--- src/rtl/core_pkg.sv ---
// Shared core types: queue sizing and the store data queue entry record.
package core_pkg;

   localparam int unsigned SDQ_ENTRIES = 16;
   localparam int unsigned ROB_ENTRIES = 16;
   localparam int unsigned ROB_IDX_W   = $clog2(ROB_ENTRIES);

   typedef struct packed {
      logic                 valid;
      logic                 addr_valid;
      logic                 committed;
      logic                 issued;
      logic [ROB_IDX_W-1:0] rob_entry_idx;
      logic [31:0]          addr;
      logic [31:0]          data;
   } sdq_entry_t;

endpackage

--- src/rtl/store_data_queue.sv ---
// Store data queue: in-order allocation, out-of-order address/data fill,
// in-order commit and a two-state drain engine feeding the D-cache.
module store_data_queue #(
   parameter int unsigned SDQ_ENTRIES = core_pkg::SDQ_ENTRIES,
   parameter int unsigned ROB_ENTRIES = core_pkg::ROB_ENTRIES
) (
   input  logic                           clk,
   input  logic                           rst_n,
   input  logic                           alloc_valid,
   input  logic [$clog2(ROB_ENTRIES)-1:0] alloc_rob_idx,
   output logic                           alloc_ready,
   output logic [$clog2(SDQ_ENTRIES)-1:0] alloc_sdq_idx,
   output logic [$clog2(SDQ_ENTRIES):0]   alloc_sdq_marker,
   input  logic                           exec_valid,
   input  logic [$clog2(SDQ_ENTRIES)-1:0] exec_sdq_idx,
   input  logic [31:0]                    exec_addr,
   input  logic [31:0]                    exec_data,
   input  logic                           commit_valid,
   input  logic [$clog2(ROB_ENTRIES)-1:0] commit_rob_idx,
   input  logic                           flush,
   output logic                           mem_req_valid,
   output logic [31:0]                    mem_req_addr,
   output logic [31:0]                    mem_req_data,
   input  logic                           mem_req_ready,
   input  logic                           mem_ack,
   output logic                           empty,
   output logic                           full,
   output logic [$clog2(SDQ_ENTRIES):0]   count
);

   import core_pkg::sdq_entry_t;

   localparam int unsigned IW = $clog2(SDQ_ENTRIES);
   localparam int unsigned PW = IW + 1;

   typedef enum logic {
      IDLE,
      WAIT_ACK
   } drain_state_t;

   drain_state_t  state;
   sdq_entry_t    entries [SDQ_ENTRIES];
   logic [PW-1:0] head_ptr;
   logic [PW-1:0] commit_ptr;
   logic [PW-1:0] tail_ptr;
   logic [PW-1:0] commit_next;
   logic [IW-1:0] head_idx;
   logic [IW-1:0] commit_idx;
   logic [IW-1:0] tail_idx;
   logic          alloc_fire;
   logic          commit_fire;
   logic          issue_fire;
   sdq_entry_t    head_entry;

   always_comb begin
      head_idx    = head_ptr[IW-1:0];
      commit_idx  = commit_ptr[IW-1:0];
      tail_idx    = tail_ptr[IW-1:0];
      head_entry  = entries[head_idx];
      count       = tail_ptr - head_ptr;
      full        = (count == PW'(SDQ_ENTRIES));
      empty       = (count == '0);
      alloc_ready = !full && !flush;
      alloc_fire  = alloc_valid && alloc_ready;
      commit_fire = commit_valid && (commit_ptr != tail_ptr);
      commit_next = commit_ptr + PW'(commit_fire);
      // Request depends only on registered state; the issued bit keeps a
      // store from being offered twice.
      mem_req_valid = (state == IDLE) && head_entry.valid && head_entry.committed &&
                      head_entry.addr_valid && !head_entry.issued;
      mem_req_addr  = mem_req_valid ? head_entry.addr : '0;
      mem_req_data  = mem_req_valid ? head_entry.data : '0;
      issue_fire    = mem_req_valid && mem_req_ready;
      alloc_sdq_idx    = tail_idx;
      alloc_sdq_marker = tail_ptr;
   end

   always_ff @(posedge clk or negedge rst_n) begin
      if (!rst_n) begin
         for (int unsigned i = 0; i < SDQ_ENTRIES; i++) begin
            entries[i] <= '0;
         end
         head_ptr   <= '0;
         commit_ptr <= '0;
         tail_ptr   <= '0;
         state      <= IDLE;
      end else begin
         if (exec_valid && entries[exec_sdq_idx].valid) begin
            entries[exec_sdq_idx].addr       <= exec_addr;
            entries[exec_sdq_idx].data       <= exec_data;
            entries[exec_sdq_idx].addr_valid <= 1'b1;
         end

         if (alloc_fire) begin
            entries[tail_idx].valid         <= 1'b1;
            entries[tail_idx].addr_valid    <= 1'b0;
            entries[tail_idx].committed     <= 1'b0;
            entries[tail_idx].issued        <= 1'b0;
            entries[tail_idx].rob_entry_idx <= alloc_rob_idx;
            tail_ptr                        <= tail_ptr + 1'b1;
         end

         if (commit_fire) begin
            entries[commit_idx].committed <= 1'b1;
            commit_ptr                    <= commit_next;
         end

         case (state)
            IDLE: begin
               if (issue_fire) begin
                  entries[head_idx].issued <= 1'b1;
                  state                    <= WAIT_ACK;
               end
            end
            WAIT_ACK: begin
               if (mem_ack) begin
                  entries[head_idx].valid <= 1'b0;
                  head_ptr                <= head_ptr + 1'b1;
                  state                   <= IDLE;
               end
            end
            default: state <= IDLE;
         endcase

         // Squash everything younger than the post-commit pointer; committed
         // entries (including the one in flight) are untouched.
         if (flush) begin
            tail_ptr <= commit_next;
            for (int unsigned i = 0; i < SDQ_ENTRIES; i++) begin
               if (entries[i].valid && !entries[i].committed &&
                   !(commit_fire && (commit_idx == IW'(i)))) begin
                  entries[i].valid <= 1'b0;
               end
            end
         end
      end
   end

   commit_has_entry: assert property (@(posedge clk) disable iff (!rst_n)
      commit_valid |-> (commit_ptr != tail_ptr));

   commit_tag_match: assert property (@(posedge clk) disable iff (!rst_n)
      commit_fire |-> (entries[commit_idx].rob_entry_idx == commit_rob_idx));

endmodule

--- config.mk ---
export PLATFORM = sky130hd
export DESIGN_NAME = store_data_queue
export DESIGN_NICKNAME = d
export VERILOG_FILES = /design/src/rtl/core_pkg.sv /design/src/rtl/store_data_queue.sv
export SDC_FILE = /design/constraint.sdc
export NUM_CORES = 2
export LEC_CHECK = 0
export BUFFER_PORTS_ARGS = -buffer_cell sky130_fd_sc_hd__buf_2
export CORE_ASPECT_RATIO = 1.75
export CORE_MARGIN = 2
export CORE_UTILIZATION = 65
export CTS_BUF_LIST = sky130_fd_sc_hd__clkbuf_16
export DETAILED_ROUTE_END_ITERATION = 16
export PLACE_DENSITY = 0.88
export SLEW_MARGIN = 30
export SYNTH_ARGS = -nofsm -noshare
export SYNTH_HDL_FRONTEND = slang
export SYNTH_SLANG_ARGS = --single-unit
--- constraint.sdc ---
create_clock -name clk -period 7.2 [get_ports clk]
set_input_delay 0.72 -clock clk [delete_from_list [all_inputs] [get_ports clk]]
set_output_delay 0.72 -clock clk [all_outputs]
set_load 0.01 [all_outputs]
==> flow_metrics.tcl <==
set metrics [dict create \
    critPathArrivalTime_ps 4990 \
    cts_buffers 95 \
    ant_nets 0 \
    groute.usage.overall_pct 31.89 \
    netlist_area_um2 50690 \
    drt_iter0_markers 2431 \
    synth_cells 3170 \
    ys_seq_area_share_pct 54.51 \
    grt_max_degree 197 \
    regArea_um2 27640 \
    ys_ff_latch 1104 \
    min_period_over_period_pct 79.33 \
    yosys_warnings 0 \
    placementRows 135 \
    p_total_mw 19.56 \
    htreeDepth 3 \
    cp.required_ps 6480 \
    grt_overflow 0 \
    min_path_type "input port to flip-flop" \
    cap_violations 0 \
    clk_path_buf_depth 3 \
    path_class "flip-flop to primary output" \
    max_freq_mhz 175.1 \
    yosysUniqueCellTypes 62 \
    grt_pass1_vias 32230 \
    clk_pin_slew_ps 70 \
    numClockSinks 1104 \
    ios 166 \
    synth_edf_count 0 \
    synth_commonest_cells "dfrtp_1, mux2_2, mux4_2, clkbuf_1, buf_2" \
    synth_area_leaders "dfrtp_1, mux2_2, mux4_2" \
    end_kind "primary output" \
    slew_headroom_pct 23.66 \
    yosysTopAreaCell "dfrtp_1" \
    final.setup.tns_ps 0 \
    firstDrtPassIters 5 \
    hold_viol 0 \
    tightest_slew_ps 1129 \
    drive_gt1_share_pct 52.56 \
    clk_latency_ps 690 \
    skew_ps 31.80 \
    grt_pass1_wl_mm 194.1 \
    io_buffers 157 \
    die_y_um 373.4 \
    outcome "complete, no violations" \
    fp.dieW_um 215.1 \
    antenna_found_initial 16 \
    multi_input_area_um2 21620 \
    root_buffer "clkbuf_16" \
    synth_top_area_share_pct 54.51 \
    yosysMostFrequentCell "dfrtp_1" \
    routabilityCongestion 0.9579 \
    synth_fp_nets 3269 \
    cts_resized 0 \
    place_inst 4120 \
    cts_setup_buffers 0 \
    vias_per_cell 6.758 \
    core_um2 77360 \
    power_density_nw_per_um2 354.7 \
    critPathLaunchType "flip-flop" \
    vias 29070 \
    ctsHoldBuffers 0 \
    initial_core_util_pct 65.52 \
    avgSynthCellArea_um2 15.99 \
    p_leak_nw 26.09 \
    cp_max_fo 116 \
    hpwl_mm 68.75 \
    drc 0 \
    wl_per_cell_um 28.96 \
    setup_viol 0 \
    final_nets 3294 \
    period_minus_slack_ps 5712 \
    async_flop_share_pct 100.0 \
    cts_tree "built" \
    peakVddDrop_mv 0.2539 \
    synth_ff_type "dfrtp_1" \
    syn2layout_area_growth_pct 8.788 \
    fillers 4784 \
    rsz0062_at_grt "no" \
    drt-total-wl_mm 124.6 \
    drv_slew 0 \
    die_area_um2 80320 \
    final_cells 4302 \
]
[per-stage QoR]
step | worst slack [ps] | cell area, um^2 | util [%] | hold WS [ps]
final | 1488 | 55140 | 71.28 | 276.5
after global placement | 2423 | 51900 | 67.09 | 467.3
after global routing | 1514 | 55130 | 71.27 | 275.8
after detailed placement | 2371 | 51910 | 67.10 | 475.0
after floorplan | 3727 | 50690 | - | 424.4
after CTS | 1559 | 54990 | 71.08 | 121.4
[critical path, cell delays in order, from the launching register on]
cell     delay [ps]
dfrtp_4        1030
buf_4           810
buf_12          500
mux4_2          650
mux4_2          500
and2_1          220
buf_2           150
[layer usage]
metal  vias to the layer above  share of wire, %  routed length (um)  global-route usage [%]
met2                      1112                52               64330                   52.81
met3                       304               6.0                7500                   5.934
li1                      11860                 -                   -                       -
met4                        18               3.9                4824                   14.13
met5                         -             0.090                 112                       0
met1                     15780                38               47840                   41.67
[report_power, final]
| part | switching [mW] | internal [mW] |
|---|---|---|
| Sequential | 1.20 | 8.21 |
| Combinational | 2.02 | 2.98 |
| Clock | 2.29 | 2.87 |
[cell type report]
cell class	count	area share, %
Multi-Input combinational cell	1744	39.21
Tap cell	1027	2.330
Antenna cell	8	0.03631
Clock buffer	99	4.493
Clock inverter	70	1.091
Sequential cell	1104	50.12
Inverter	45	0.3154
Timing Repair Buffer	205	2.396
[worst paths after layout]
path                                from          endpoint  slack (ps)  depth (start not counted)
max reg2reg                  head_ptr[1]     entries[1007]        3220                         10
min reg2reg                 entries[788]      entries[788]         490                          1
min in group asynchronous          rst_n         async pin         480                          2
min                        mem_req_ready             state         280                          2
max in group asynchronous          rst_n         async pin        4990                          5
max                          head_ptr[1]  mem_req_addr[30]        1490                          6
[logic make-up (layout without fill, tap and decap cells)]
group / after synthesis / after routing / synth area share (%)
AO/OA/AOI/OAI: 118 / 118 / 1.760
buffers and inverters: 322 / 419 / 3.081
multiplexers: 1358 / 1358 / 37.47
other: 0 / 8 / 0
flip-flops: 1104 / 1104 / 54.51
adder cells (fa/ha/maj): 15 / 15 / 0.3851
AND/OR/NAND/NOR: 235 / 235 / 2.483
XOR/XNOR: 18 / 18 / 0.3110
[cells in the final DEF, fill, tap and decap left out, types with 5 or more instances in the layout]
| cell | netlist | final |
|---|---|---|
| nor2b_1 | 8 | 8 |
| buf_4 | 7 | 35 |
| nor3_1 | 6 | 5 |
| o2bb2ai_1 | 6 | 6 |
| o21ai_0 | 18 | 18 |
| a21oi_1 | 10 | 10 |
| nand2_4 | 0 | 11 |
| nand3_1 | 17 | 17 |
| buf_12 | 0 | 6 |
| clkbuf_16 | 0 | 99 |
| and2_1 | 70 | 70 |
| inv_1 | 44 | 64 |
| buf_2 | 105 | 156 |
| a22o_1 | 9 | 9 |
| diode_2 | 0 | 8 |
| a2111oi_0 | 6 | 6 |
| ha_1 | 14 | 14 |
| xnor2_1 | 14 | 14 |
| a21boi_0 | 7 | 7 |
| clkinv_2 | 0 | 15 |
| nor2_1 | 43 | 41 |
| mux2_2 | 1027 | 1027 |
| clkinv_1 | 1 | 17 |
| nand4_1 | 6 | 6 |
| mux4_2 | 329 | 329 |
| a32o_1 | 8 | 8 |
| bufinv_16 | 0 | 11 |
| a211oi_1 | 8 | 8 |
| a31oi_1 | 6 | 6 |
| nand2_1 | 49 | 37 |
| dfrtp_1 | 1104 | 1101 |
(Power assumes the default switching activity.)
